`src/rtl/tflaf_mse_monitor.sv`:
```
// tflaf_mse_monitor: windowed mean-square-error monitor for the TFLAF error stream.
// Each error sample is squared and summed over back-to-back windows of 2^LOG2_WIN
// accepted samples. One rounded, saturated Q(QP) MSE value is produced per window
// and is offered through a one-entry valid/ready output buffer.
module tflaf_mse_monitor #(
  parameter int WIDTH    = 16,
  parameter int QP       = 12,
  parameter int LOG2_WIN = 8,
  parameter int SKIP     = 8
) (
  input  logic                    clk,
  input  logic                    reset,
  input  logic                    start,
  input  logic                    stop,
  input  logic                    err_valid,
  input  logic signed [WIDTH-1:0] error_in,
  output logic [WIDTH-1:0]        mse_out,
  output logic                    mse_sat,
  output logic                    mse_valid,
  input  logic                    mse_ready,
  output logic                    busy,
  output logic                    overrun
);

  // The accumulator is wide enough for a full window of maximum squares, so it never wraps.
  localparam int AW = 2*WIDTH + LOG2_WIN;
  localparam int SH = LOG2_WIN + QP;
  localparam logic [7:0]  SKIP_LAST = 8'(SKIP - 1);
  localparam logic [AW:0] RND_HALF  = {{AW{1'b0}}, 1'b1} << (SH - 1);

  typedef enum logic [1:0] {IDLE, SKIPPING, ACCUM, STOPPING} state_t;

  state_t state_reg, state_next;

  logic [7:0]          skip_cnt_reg;
  logic [LOG2_WIN-1:0] win_cnt_reg;
  logic                start_accept;
  logic                take_sample;
  logic                skip_sample;
  logic                win_last;
  logic                win_first;

  // Pipeline stage 1: registered sample with its window tags
  logic                    s1_valid_reg;
  logic signed [WIDTH-1:0] s1_err_reg;
  logic                    s1_first_reg;
  logic                    s1_last_reg;

  // Pipeline stage 2: registered square with its window tags
  logic                    s2_valid_reg;
  logic [2*WIDTH-1:0]      s2_sq_reg;
  logic                    s2_first_reg;
  logic                    s2_last_reg;
  logic signed [2*WIDTH-1:0] prod;

  // Stage 3: accumulator and window-complete flag
  logic [AW-1:0] acc_reg;
  logic          done_reg;

  // Result rounding and saturation
  logic [AW:0]      rnd_sum;
  logic [AW:0]      rnd_shift;
  logic             res_sat;
  logic [WIDTH-1:0] res_val;
  logic             load_ok;

  // Output buffer
  logic [WIDTH-1:0] mse_out_reg;
  logic             mse_sat_reg;
  logic             mse_valid_reg;
  logic             overrun_reg;

  assign win_last  = &win_cnt_reg;
  assign win_first = (win_cnt_reg == '0);

  // Next-state logic: decides which samples are skipped, accumulated or ignored
  always_comb begin
    state_next   = state_reg;
    start_accept = 1'b0;
    take_sample  = 1'b0;
    skip_sample  = 1'b0;
    case (state_reg)
      IDLE: begin
        if (start) begin
          start_accept = 1'b1;
          if (SKIP == 0) state_next = ACCUM;
          else           state_next = SKIPPING;
        end
      end
      SKIPPING: begin
        if (stop) begin
          state_next = IDLE;
        end else if (err_valid) begin
          skip_sample = 1'b1;
          if (skip_cnt_reg == SKIP_LAST) state_next = ACCUM;
        end
      end
      ACCUM: begin
        take_sample = err_valid;
        if (stop) state_next = STOPPING;
      end
      STOPPING: begin
        take_sample = err_valid;
        if (err_valid && win_last) state_next = IDLE;
      end
      default: state_next = IDLE;
    endcase
  end

  // State register
  always_ff @(posedge clk) begin
    if (reset) state_reg <= IDLE;
    else       state_reg <= state_next;
  end

  // Skip and window counters; both restart on an accepted start
  always_ff @(posedge clk) begin
    if (reset || start_accept) begin
      skip_cnt_reg <= '0;
      win_cnt_reg  <= '0;
    end else begin
      if (skip_sample) skip_cnt_reg <= skip_cnt_reg + 8'd1;
      if (take_sample) win_cnt_reg  <= win_cnt_reg + 1'b1;
    end
  end

  // Stage 1: capture the accepted sample and whether it opens or closes a window
  always_ff @(posedge clk) begin
    if (reset) begin
      s1_valid_reg <= 1'b0;
      s1_err_reg   <= '0;
      s1_first_reg <= 1'b0;
      s1_last_reg  <= 1'b0;
    end else begin
      s1_valid_reg <= take_sample;
      s1_err_reg   <= error_in;
      s1_first_reg <= take_sample && win_first;
      s1_last_reg  <= take_sample && win_last;
    end
  end

  assign prod = s1_err_reg * s1_err_reg;

  // Stage 2: register the full-precision square (always non-negative)
  always_ff @(posedge clk) begin
    if (reset) begin
      s2_valid_reg <= 1'b0;
      s2_sq_reg    <= '0;
      s2_first_reg <= 1'b0;
      s2_last_reg  <= 1'b0;
    end else begin
      s2_valid_reg <= s1_valid_reg;
      s2_sq_reg    <= prod;
      s2_first_reg <= s1_first_reg;
      s2_last_reg  <= s1_last_reg;
    end
  end

  // Stage 3: the first square of a window loads the accumulator, the rest add to it
  always_ff @(posedge clk) begin
    if (reset) begin
      acc_reg  <= '0;
      done_reg <= 1'b0;
    end else begin
      done_reg <= s2_valid_reg && s2_last_reg;
      if (s2_valid_reg) begin
        if (s2_first_reg) acc_reg <= AW'(s2_sq_reg);
        else              acc_reg <= acc_reg + AW'(s2_sq_reg);
      end
    end
  end

  // Round half up, divide by window length, drop the extra QP fraction bits, then clip
  always_comb begin
    rnd_sum   = {1'b0, acc_reg} + RND_HALF;
    rnd_shift = rnd_sum >> SH;
    res_sat   = |rnd_shift[AW:WIDTH];
    res_val   = res_sat ? {WIDTH{1'b1}} : rnd_shift[WIDTH-1:0];
    load_ok   = !mse_valid_reg || mse_ready;
  end

  // One-entry output buffer; a result that cannot be loaded is dropped and flagged
  always_ff @(posedge clk) begin
    if (reset) begin
      mse_out_reg   <= '0;
      mse_sat_reg   <= 1'b0;
      mse_valid_reg <= 1'b0;
      overrun_reg   <= 1'b0;
    end else begin
      if (done_reg && load_ok) begin
        mse_out_reg   <= res_val;
        mse_sat_reg   <= res_sat;
        mse_valid_reg <= 1'b1;
      end else if (mse_valid_reg && mse_ready) begin
        mse_valid_reg <= 1'b0;
      end
      if (done_reg && !load_ok) overrun_reg <= 1'b1;
      else if (start_accept)    overrun_reg <= 1'b0;
    end
  end

  assign mse_out   = mse_out_reg;
  assign mse_sat   = mse_sat_reg;
  assign mse_valid = mse_valid_reg;
  assign overrun   = overrun_reg;
  assign busy      = (state_reg != IDLE);

endmodule

```
`config.mk`:
```
export PLATFORM = sky130hd
export DESIGN_NAME = tflaf_mse_monitor
export DESIGN_NICKNAME = d
export VERILOG_FILES = /design/src/rtl/tflaf_mse_monitor.sv
export SDC_FILE = /design/constraint.sdc
export NUM_CORES = 1
export LEC_CHECK = 0
export CORE_UTILIZATION = 34
export CTS_CLUSTER_DIAMETER = 100
export DETAILED_ROUTE_END_ITERATION = 8
export GPL_TIMING_DRIVEN = 0
export HOLD_SLACK_MARGIN = 0.08
export PLACE_DENSITY = 0.55
export RECOVER_POWER = 50
export SLEW_MARGIN = 25
export SYNTH_ARGS = -nofsm -noshare
export SYNTH_HDL_FRONTEND = slang
export SYNTH_SLANG_ARGS = --single-unit
```
`constraint.sdc`:
```
create_clock -name clk -period 11.3 [get_ports clk]
set_input_delay 1.695 -clock clk [delete_from_list [all_inputs] [get_ports clk]]
set_output_delay 1.695 -clock clk [all_outputs]
set_load 0.01 [all_outputs]
```
==> summary.md <==
| Metric | Value |
|---|---|
| Number of synthesized flops with an enable pin | `0` |
| FILL cells | `4763` |
| CP Max Fanout | `10` |
| Final hold vios | `0` |
| Routability cong. | `about 0.86` |
| Post-synthesis cell area | `roughly 0.016 mm²` |
| Worst path max stage delay | `0.80 ns` |
| Area Overhead vs Synth | `10.88%` |
| Startpoint type of the worst setup path | `flip-flop` |
| Hold endpoint | `s2_last_reg` |
| Via total after detailed routing | `approximately 12k` |
| Part of the power in registers | `a little under a quarter` |
| Initial core utilization | `about 35%` |
| Combinational share of power | `between 50 and 60%` |
| Part of the cycle the worst path needs | `around two thirds` |
| Power Internal | `1.324 mW` |
| R2R depth | `19` |
| Prevailing post-synth register cell | `dfxtp_1` |
| Worst slew pin tran | `about 1.1 ns` |
| Clk pwr share | `around a quarter` |
| Clock Latency Late Sink | `around 0.45 ns` |
| Worst-case clock buffer depth | `2` |
| Sequential cell area | `about 0.0026 mm²` |
| Layout cells sized above 1 | `around 2.9%` |
| Switching Share | `between 40 and 50%` |
| Hold Slack | `between 0.4 and 0.5 ns` |
| Chip height | `about 220 µm` |
| WP data required | `approximately 12 ns` |
| Final setup violation count | `0` |
| Most common cell after layout, fill and taps aside | `inv_1` |
| Status | `completed` |
| Die W | `between 200 and 250 µm` |
| Data arrival time of the critical path | `slightly below 8 ns` |
| Commonest cells after routing, fill and taps aside | `360 x inv_1, 233 x fa_1, 152 x nand2_1, 137 x nor2_1, 131 x dfxtp_1` |
| Rows | `78` |
| Hold Path Cell Cnt | `1` |
| TritonCTS clock tree | `built` |
| Post-CTS setup buffer count | `0` |
| Max reg flops | `40` |
| Number of I/O pins | `42` |
| Synthesis-stage register bit count | `approximately 130` |
| Initial antenna violation count | `0` |
| Root Driver | `clkbuf_16` |
| Drt wl/cell | `16.28 µm` |
| Leak | `approximately 8.3 nW` |
| Syn Nets | `2180` |
| CORE AREA | `around 0.045 mm²` |
| Ant. Diodes | `0` |
| Resize count post-CTS | `0` |
| Final ANT Viol Nets | `0` |
| Vias in the first global route | `about 13k` |
| Tot Pwr | `2.366 mW` |
| Hold_buf cts | `0` |
| Number of port buffers | `40` |
| Post-Synthesis Cells | `1795` |
| Critical path cell sequence | `clkbuf_1, clkbuf_1, nand2_1, fa_1, fa_1, fa_1, inv_1, fa_1, fa_1, inv_1, fa_1, inv_1, ha_1, nand4_1, o31ai_1, a21boi_0, o41ai_1, xnor2_1, nor2_1` |
| Footprint of the multi-input gates | `~0.011 mm²` |
| Post-Route WL | `about 40 mm` |
| Initial drt markers | `around 640` |
| HP Class | `flip-flop to flip-flop` |
| Pin count of the biggest net entering global routing | `17` |
| Critical R2R Launch | `s1_err_reg[5]` |
| Syn Area/Cell | `8.742 µm²` |
| Ys async rst share | `0%` |
| Drt pass-1 iters | `5` |
| Setup TNS Final | `0 ns` |
| GRT Resource Usage Total | `about 18%` |
| CTS Buf Count | `17` |
| Vias per cell | `about 5.0` |
| Remaining global-route overflow | `0` |
| Sequential area share after synthesis | `about 17%` |
| Netlist cell types | `a little over 70` |
| Layout Nets | `approximately 2.2k` |
| Setup Skew | `0.008917 ns` |
| CP most frequent cell | `fa_1` |
| Full die area | `0.04701 mm²` |
| HPWL after DPL | `between 30 and 40 mm` |
| First-pass GRT wire length | `between 60 and 70 mm` |
| YS warnings | `0` |
| Reg-to-Reg End | `s2_sq_reg[24]` |
| Crit Path Class | `flip-flop to flip-flop` |
| Unrepaired setup endpoints after global routing | `false` |
| Total of max-cap violations | `0` |
| Cell Pwr Density | `around 140 mW/mm²` |
| VDD IR max | `approximately 0.097 mV` |
| Sw power | `~1.0 mW` |
| Final Slew Violations | `0` |
| Reg clk slew, reported paths | `around 0.07 ns` |
| Residual DRC count | `0` |
| CP endpoint kind | `flip-flop` |
| Flop2flop setup slack | `~3.8 ns` |
| Critical-path cell with the highest stage delay | `o31ai_1` |
| Min Tclk post-route | `7.546 ns` |
| Hold Startpoint | `s1_last_reg` |
| Fmax | `around 130 MHz` |
| Clock sink count | `131` |
| Max_slew headroom | `between 20% and 30%` |
| H-tree depth | `4` |
-- logic make-up (layout without fill, tap and decap cells) --
logic type      after synthesis  in the layout  share of synthesized area [%]
compound gates              292            292                          12.36
xor+xnor                     91             91                          5.079
fa+ha+maj                   363            363                          40.09
buf+inv                     421            493                          10.08
flops                       131            131                          16.71
mux                          13             13                         0.9250
simple gates                484            484                          14.75
-- metal layers --
| metal | vias up | share of wire, % | global-route usage, % | wire length (µm) |
|---|---|---|---|---|
| li1 | 5859 | - | - | - |
| met1 | 6128 | 45 | 23.04 | 18010 |
| met2 | 264 | 49 | 31.57 | 19680 |
| met3 | 72 | 3.7 | 2.460 | 1471 |
| met4 | 0 | 2.5 | 6.268 | 988 |
| met5 | - | 0 | 0 | 0 |
-- metrics by stage --
stage                     cells  instance area, µm²  util, %  setup WS [ns]
final                      2467               17400    38.26          3.754
after detailed placement   2435               16840    37.03          3.871
after global routing       2467               17400    38.26          3.390
after global placement     2435               16840    37.03          3.809
after CTS                  2467               17430    38.34          3.830
after floorplan            1795               15690        -          5.054
-- Yosys cell counts, types with 9 or more instances --
library cell  number  area (µm²)
a211oi_1          12       90.09
a21o_1            33       247.7
a21oi_1           85       425.4
and2_1            38       237.7
and3_1            19       118.9
clkbuf_1          54       202.7
dfxtp_1          131        2623
fa_1             233        4664
ha_1             130        1627
inv_1            360        1351
mux2i_1           10       100.1
nand2_1          152       570.6
nand3_1           20       100.1
nand4_1           17       106.4
nor2_1           137       514.2
nor2b_1           28       175.2
nor3_1            22       110.1
o211ai_1          18       135.1
o21a_1             9       67.56
o21ai_0           58       290.3
xnor2_1           52       455.4
xor2_1            39       341.6
-- area by class of cell --
| cell class | count | share of cell area (%) |
|---|---|---|
| plain buffers | 60 | 1.302 |
| clock buffers | 17 | 2.445 |
| flip-flops and latches | 131 | 15.07 |
| inverters | 361 | 7.789 |
| multi-input cells | 1243 | 65.82 |
| repair buffers | 40 | 2.301 |
| clock inverters | 15 | 0.9565 |
| well taps | 600 | 4.315 |
-- power by group through the flow --
stage | logic, mW | clock network, mW | registers [mW]
3_3_place_gp | 1.25 | 0 | 0.551
6_report | 1.25 | 0.574 | 0.540
5_1_grt | 1.46 | 0.606 | 0.544
3_5_place_dp | 1.26 | 0 | 0.551
2_1_floorplan | 0.980 | 0 | 0.533
4_1_cts | 1.26 | 0.586 | 0.541
-- worst max-delay path, delay by kind of cell, from the launching register on --
| family | cells | cell delay (ns) |
|---|---|---|
| fa+ha+maj | 7 | 3.55 |
| compound gates | 3 | 1.73 |
| buf+inv | 5 | 1.22 |
| simple gates | 3 | 0.43 |
| flops | 1 | 0.30 |
| xor+xnor | 1 | 0.18 |
-- worst max-delay path by stage --
stage | from | endpoint | slack, ns | cells after the start
finish | s1_err_reg[5] | s2_sq_reg[24] | 3.75 | 19
detailed placement | s1_err_reg[5] | s2_sq_reg[31] | 3.87 | 20
CTS | s1_err_reg[5] | s2_sq_reg[31] | 3.83 | 20
global placement | s1_err_reg[5] | s2_sq_reg[31] | 3.81 | 20
floorplan | s1_err_reg[15] | s2_sq_reg[31] | 5.05 | 22
global route | s1_err_reg[5] | s2_sq_reg[24] | 3.39 | 19
(Power assumes the default switching activity.)
